===== config.mk =====
export PLATFORM = sky130hd
export DESIGN_NAME = tm_mem_arbiter
export DESIGN_NICKNAME = d
export VERILOG_FILES = /design/src/rtl/tm_mem_arbiter.sv
export SDC_FILE = /design/constraint.sdc
export NUM_CORES = 1
export LEC_CHECK = 0
export ABC_CLOCK_PERIOD_IN_PS = 2200
export CAP_MARGIN = 20
export CORE_MARGIN = 1.5
export CORE_UTILIZATION = 29
export DETAILED_ROUTE_END_ITERATION = 10
export PLACE_DENSITY = 0.76
export RECOVER_POWER = 100
export SETUP_SLACK_MARGIN = 0.5
export SYNTH_ARGS = -nofsm -noshare
export SYNTH_HDL_FRONTEND = slang
export SYNTH_SLANG_ARGS = --single-unit

===== constraint.sdc =====
create_clock -name clock -period 2.2 [get_ports clock]
set_input_delay 0.66 -clock clock [delete_from_list [all_inputs] [get_ports clock]]
set_output_delay 0.66 -clock clock [all_outputs]
set_load 0.05 [all_outputs]

===== src/rtl/tm_mem_arbiter.sv =====
// Single-port memory arbiter between the TM core FSM and the host loader.
// Combinational round-robin grants, with a bounded core lock for read-modify-write sequences.
module tm_mem_arbiter #(
  parameter int dw       = 4,
  parameter int w        = 64,
  parameter int aw       = $clog2(w),
  parameter int LOCK_MAX = 8
) (
  input  logic          clock,
  input  logic          reset,
  input  logic          h_req,
  input  logic          h_we,
  input  logic [aw-1:0] h_addr,
  input  logic [dw-1:0] h_wdata,
  output logic          h_gnt,
  output logic          h_rvalid,
  output logic [dw-1:0] h_rdata,
  input  logic          c_req,
  input  logic          c_we,
  input  logic [aw-1:0] c_addr,
  input  logic [dw-1:0] c_wdata,
  input  logic          c_lock,
  output logic          c_gnt,
  output logic          c_rvalid,
  output logic [dw-1:0] c_rdata,
  output logic          mem_re,
  output logic          mem_we,
  output logic [aw-1:0] mem_addr,
  output logic [dw-1:0] mem_wdata,
  input  logic [dw-1:0] mem_rdata,
  output logic          locked,
  output logic          lock_timeout
);

  localparam int CW = $clog2(LOCK_MAX + 1);
  localparam logic [CW-1:0] CNT_MAX = CW'(LOCK_MAX);

  typedef enum logic { UNLOCKED = 1'b0, LOCKED = 1'b1 } state_t;
  typedef enum logic { PTR_CORE = 1'b0, PTR_HOST = 1'b1 } ptr_t;

  state_t        state;
  ptr_t          rr_ptr;
  logic [CW-1:0] lock_cnt;
  logic          timeout_hit;
  logic          h_win;
  logic          c_win;
  logic          h_rvld_p1;
  logic          c_rvld_p1;

  // p0: arbitration and memory issue in the grant cycle
  always_comb begin
    timeout_hit = (state == LOCKED) && (lock_cnt == CNT_MAX) && h_req;
    h_win       = 1'b0;
    c_win       = 1'b0;
    if (state == LOCKED) begin
      if (timeout_hit) h_win = 1'b1;
      else             c_win = c_req;
    end else if (h_req && c_req) begin
      c_win = (rr_ptr == PTR_CORE);
      h_win = (rr_ptr == PTR_HOST);
    end else begin
      c_win = c_req;
      h_win = h_req;
    end
  end

  assign h_gnt = h_win & ~reset;
  assign c_gnt = c_win & ~reset;

  assign mem_re    = (h_gnt & ~h_we) | (c_gnt & ~c_we);
  assign mem_we    = (h_gnt &  h_we) | (c_gnt &  c_we);
  assign mem_addr  = h_gnt ? h_addr  : (c_gnt ? c_addr  : '0);
  assign mem_wdata = h_gnt ? h_wdata : (c_gnt ? c_wdata : '0);

  assign locked = (state == LOCKED);

  always_ff @(posedge clock) begin
    if (reset) begin
      state        <= UNLOCKED;
      rr_ptr       <= PTR_CORE;
      lock_cnt     <= '0;
      lock_timeout <= 1'b0;
      h_rvld_p1    <= 1'b0;
      c_rvld_p1    <= 1'b0;
    end else begin
      h_rvld_p1    <= h_gnt & ~h_we;
      c_rvld_p1    <= c_gnt & ~c_we;
      lock_timeout <= timeout_hit;
      if (state == UNLOCKED) begin
        if (c_gnt) begin
          rr_ptr <= PTR_HOST;
          if (c_lock) begin
            state    <= LOCKED;
            lock_cnt <= CW'(1);
          end
        end else if (h_gnt) begin
          rr_ptr <= PTR_CORE;
        end
      end else begin
        // Forced release outranks everything else the core asks for.
        if (timeout_hit) begin
          state    <= UNLOCKED;
          lock_cnt <= '0;
          rr_ptr   <= PTR_CORE;
        end else if (c_gnt && !c_lock) begin
          state    <= UNLOCKED;
          lock_cnt <= '0;
          rr_ptr   <= PTR_HOST;
        end else if (!c_req && !c_lock) begin
          state    <= UNLOCKED;
          lock_cnt <= '0;
        end else if (lock_cnt != CNT_MAX) begin
          lock_cnt <= lock_cnt + CW'(1);
        end
      end
    end
  end

  // p1: read data returns one cycle after the read grant
  assign h_rvalid = h_rvld_p1;
  assign c_rvalid = c_rvld_p1;
  assign h_rdata  = h_rvld_p1 ? mem_rdata : '0;
  assign c_rdata  = c_rvld_p1 ? mem_rdata : '0;

endmodule

; Word-level counts from Yosys, hierarchy flattened
; Cells that the tools add are included.
[totals]
reg_bits = 9
inputBits = 31
output_inout_bits = 26
elab_cells = 65
[op_classes]
add_sub_neg = 1
eq_ne = 4
mux = 30
bitwise = 12
n_reduce_logical = 12
[ops]
columns = op, count
row1 = two-way mux 4 bit, 11
row2 = two-way mux 1 bit, 17
row3 = two-way mux 6 bit, 2
row4 = AND 1 bit, 6
row5 = logical AND 1 bit, 5
row6 = "!= test 5 x 1 -> 1 bit, second input constant", 1
row7 = "adder 4 x 1 -> 4 bit, second input constant", 1
row8 = "equality test 4 bit, second input constant", 1
row9 = "!= test 4 bit, second input constant", 1
row10 = inverter 1 bit, 4
row11 = nonzero test 2 bit, 2
row12 = "!= test 3 x 1 -> 1 bit, second input constant", 1
row13 = AND reduction 3 bit, 1
row14 = nonzero test 3 bit, 1
row15 = zero test 1 bit, 2
row16 = bitwise OR 1 bit, 2
row17 = AND reduction 2 bit, 1

; Longest topological paths before layout
; Gate-level depths: netlist (run 1).
[logic_depth]
word_depth = 10
mapped_depth = 8

; Worst setup path before layout (run 1)
; Ideal clock, no wire load.
[synth_path]
path_type = reg2out
start = register state (netlist: locked)
end = output port mem_addr[0]
arrival_ps = 2053
path_slack_ps = -513
path_stages_with_launch = 5
n_path_buf = 1
cell_sequence = dfxtp_1 mux2i_1 a211oi_2 buf_2 a22o_1
[synth_between]
elab_chain_cells = 7
elab_cells_between_ends = 10
cone_classes = 6 x mux / 2 x bitwise / 2 x reduce/logical
[synth_lines]
columns = element, line
row1 = start: declaration, 41  ; state_t state;
row2 = start signal: assignment, 79  ; state <= UNLOCKED;
row3 = start signal: assignment, 93  ; state <= LOCKED;
row4 = start signal: assignment, 102  ; state <= UNLOCKED;
row5 = logical AND 1 bit (2 in a row), 52  ; timeout_hit = (state == LOCKED) && (lock_cnt == CNT_MAX) && h_req;
row6 = two-way mux 1 bit, 56  ; if (timeout_hit) h_win = 1'b1;
row7 = two-way mux 1 bit (*), 55  ; if (state == LOCKED) begin
row8 = AND 1 bit (*), 68  ; assign c_gnt = c_win & ~reset;
row9 = via c_gnt, 23  ; output logic c_gnt,
row10 = two-way mux 6 bit (*) (2 in a row), 72  ; assign mem_addr = h_gnt ? h_addr : (c_gnt ? c_addr : '0);
row11 = end: declaration, 28  ; output logic [aw-1:0] mem_addr,
; Mark *: on every way through the listed nets, which the timed path passes. The rest lies on a longest branch.

; Worst setup path in the final report (run 1)
[layout_path]
start = register lock_cnt[0]
end = output port mem_we
[layout_between]
elab_chain_cells = 8
elab_cells_between_ends = 12
cone_classes = 1 x eq/ne / 4 x mux / 5 x bitwise / 2 x reduce/logical
[layout_lines]
columns = element, line
row1 = start: declaration, 43  ; logic [CW-1:0] lock_cnt;
row2 = start signal: assignment, 113  ; lock_cnt <= lock_cnt + CW'(1);
row3 = equality test 4 bit (*), 52
row4 = logical AND 1 bit (*) (2 in a row), 52
row5 = two-way mux 1 bit, 56
row6 = two-way mux 1 bit, 55
row7 = AND 1 bit (on tied branches), "67, 68"
row8 = AND 1 bit, 71  ; assign mem_we = (h_gnt & h_we) | (c_gnt & c_we);
row9 = bitwise OR 1 bit (*), 71
row10 = end: declaration, 27  ; output logic mem_we,
; Every way passes the cells marked *; elsewhere a longest branch is shown, timed or not.

==> flow_metrics.tcl, run 1 <==
set metrics [dict create \
    min_period_over_period_pct 114 \
    async_reset_ff_share_pct 0 \
    clock_latency_ns 0.27 \
    grt_use_total_pct 26.0 \
    ant_nets 0 \
    routed_wirelength_um 3420 \
    hp-class "reg -> reg" \
    pin_count 57 \
    crit_top_cell "buf_12" \
    pwr-share-comb_pct 57.8 \
    route.detailed.drc 0 \
    fin_worst_skew_ns 0.00628 \
    firstDrtPassIters 4 \
    synth_top_area_share_pct 25.6 \
    antenna_found_initial 0 \
    post_synth.cell_area_avg_um2 8.59 \
    initial_utilization_pct 31.2 \
    fmax_ghz 0.400 \
    overflow 0 \
    power.switching_mw 0.259 \
    wl_per_cell_um 18.0 \
    cts_root_buf "clkbuf_4" \
    drive_above_1_share_pct 61.7 \
    place_hpwl_um 2360 \
    synth_seq_cells 9 \
    pre_cts_ws_ns -0.476 \
    crit_fanout 7 \
    slowest_stage "dfxtp_2" \
    tightest_slew_ns 0.366 \
    slew_headroom_pct 75.3 \
    cp.arrival_ns 1.84 \
    htree_levels 1 \
    clk_pin_slew_ns 0.06 \
    synth.distinct_cells 36 \
    synth_edf_count 0 \
    violations "negative setup slack" \
    numCtsBuffers 3 \
    finalMaxSlewViolations 0 \
    final_common_cell "buf_12" \
    gp_congestion 0.857 \
    p_per_area_nw_per_um2 372 \
    crit_family "buffers and inverters" \
    synthesis.area_um2 704 \
    cap_violations 0 \
    cts_tree "done" \
    antenna_cells 0 \
    die_h_um 52.3 \
    critPathBufInv 4 \
    end_kind "output pin" \
    grt_pass1_wl_um 5200 \
    rsz0062_at_grt "true" \
    grt_pass1_vias 1055 \
    viasPerCell 5.35 \
    startpoint_type "register" \
    synth_nets 115 \
    required_ns 1.54 \
    drt_iter0_drc 27 \
    path_cells "inv_2, ha_4, nand3b_4, mux2i_4, a211oi_4, buf_4, buf_12, a22o_4, buf_12" \
    peakVddDrop_mv 0.365 \
    layout_min_cycle_time_ns 2.50 \
    ys_warn_count 0 \
    switching_share_pct 35.7 \
    synth_top_area_cell "dfxtp_1" \
    layout_common_cells "23 x buf_12, 22 x clkdlybuf4s50_1, 16 x buf_4" \
    status "finished with violations" \
    synth_top_cells_by_area "dfxtp_1 26%, a22o_1 15%, and2_1 9.8%" \
    grt_max_degree 12 \
    setup_ws_ns -0.302 \
    p_leak_nw 0.838 \
    cts_sinks 9 \
    hold_viol_final 0 \
    area_growth_pct 177 \
    core_area_um2 2250 \
    pwr-share-clk_pct 17.8 \
    cts.path.max_buffers 2 \
    rows 17 \
    power_frac_seq_pct 24.4 \
    portBuffers 56 \
    hold_ws_ns 0.532 \
    nNetsFinal 196 \
    die_x_um 52.3 \
    yosysSeqAreaShare_pct 25.6 \
    critical_path_class "reg -> out" \
    dieArea_um2 2730 \
    cpPeakStageDelay_ns 0.32 \
    vias 1016 \
    synth_top_flop_cell "dfxtp_1" \
    synthCells 82 \
    setup_viol 14 \
    internal_power_mw 0.466 \
]
## path summary, 6_finish.rpt
check                            startpoint          end  slack [ns]  depth (start not counted)
worst max register to register  lock_cnt[0]  lock_cnt[3]        0.30                          8
worst min-delay path            lock_cnt[3]  lock_cnt[3]        0.53                          1
worst max-delay path            lock_cnt[0]       mem_we       -0.30                          9
worst min register to register  lock_cnt[3]  lock_cnt[3]        0.53                          1
## cell type report
| class | count | area, µm² |
|---|---|---|
| inverter | 7 | 26.3 |
| timing repair buffer | 82 | 1020 |
| clock buffer | 4 | 26.3 |
| fill | 119 | 305 |
| multi-input combinational | 60 | 649 |
| tap | 28 | 35.0 |
| sequential | 9 | 189 |
## Yosys cell counts, types with 2 or more instances
library cell / count
a22oi_1: 2
a21oi_1: 3
dfxtp_1: 9
nand2b_1: 2
nand2_1: 3
ha_1: 2
and2_1: 11
a31oi_1: 2
inv_1: 7
clkbuf_1: 2
a22o_1: 12
buf_2: 2
a211oi_2: 2
## worst reg2reg max path: cells and delay by family, from the launching register on
| kind | cells | cell delay [ns] |
|---|---|---|
| flops | 1 | 0.32 |
| fa+ha+maj | 1 | 0.15 |
| simple gates | 2 | 0.49 |
| buf+inv | 3 | 0.34 |
| compound gates | 2 | 0.52 |
## cells by family after synthesis
family,Yosys count,share of synthesized area [%]
and+or+nand+nor,26,25.2
adders and majority gates,2,3.55
buffers and inverters,13,7.99
muxes,1,1.42
DFF,9,25.6
AOI/OAI and AO/OA,31,36.2
## state kept, by name (all words and copies together) (netlist names)
register and cells:
lock_timeout 1, rr_ptr 1, h_rvalid 1, locked 1, c_rvalid 1, lock_cnt 4
## power groups by stage
stage	combinational [mW]	clock [mW]	sequential (mW)
4_1_cts	0.406	0.131	0.177
5_1_grt	0.435	0.138	0.178
3_3_place_gp	0.364	0	0.179
2_1_floorplan	0.176	0	0.186
3_5_place_dp	0.371	0	0.180
6_report	0.418	0.129	0.177
## per-layer routing
| layer | wire (µm) | track usage (%) | vias to the layer above |
|---|---|---|---|
| li1 | - | - | 470 |
| met1 | 1220 | 25.0 | 480 |
| met2 | 1710 | 49.6 | 58 |
| met3 | 414 | 10.6 | 8 |
| met4 | 76 | 8.12 | 0 |
| met5 | 0 | 0 | - |
## what timing repair did
action,in CTS,in global routing
cloned,1,0
setup endpoints to repair,30,24
buffers inserted,5,3
pin swaps,7,5
hold buffers,0,0
gates resized for setup,60,14
## through the flow
step                total power, mW  cells  area (µm²)  TNS (ns)  utilization (%)
detailed placement            0.551    177        1740     -6.49             77.2
global placement              0.542    177        1740     -6.36             77.2
CTS                           0.713    187        1920     -3.55             85.2
global route                  0.751    190        1950     -4.41             86.5
finish                        0.725    190        1950     -3.72             86.5
floorplan                     0.362     82         888    -0.177                -
No activity file was read; power rests on OpenSTA's default activity.
==> inputs of run 2 (changes only) <==
--- a/config.mk
+++ b/config.mk
@@ -13,6 +13,7 @@
 export PLACE_DENSITY = 0.76
 export RECOVER_POWER = 100
 export SETUP_SLACK_MARGIN = 0.5
+export SLEW_MARGIN = 20
 export SYNTH_ARGS = -nofsm -noshare
 export SYNTH_HDL_FRONTEND = slang
 export SYNTH_SLANG_ARGS = --single-unit
==> results of run 2 <==
The final DEF is identical to that of run 1; final timing and power are the same.
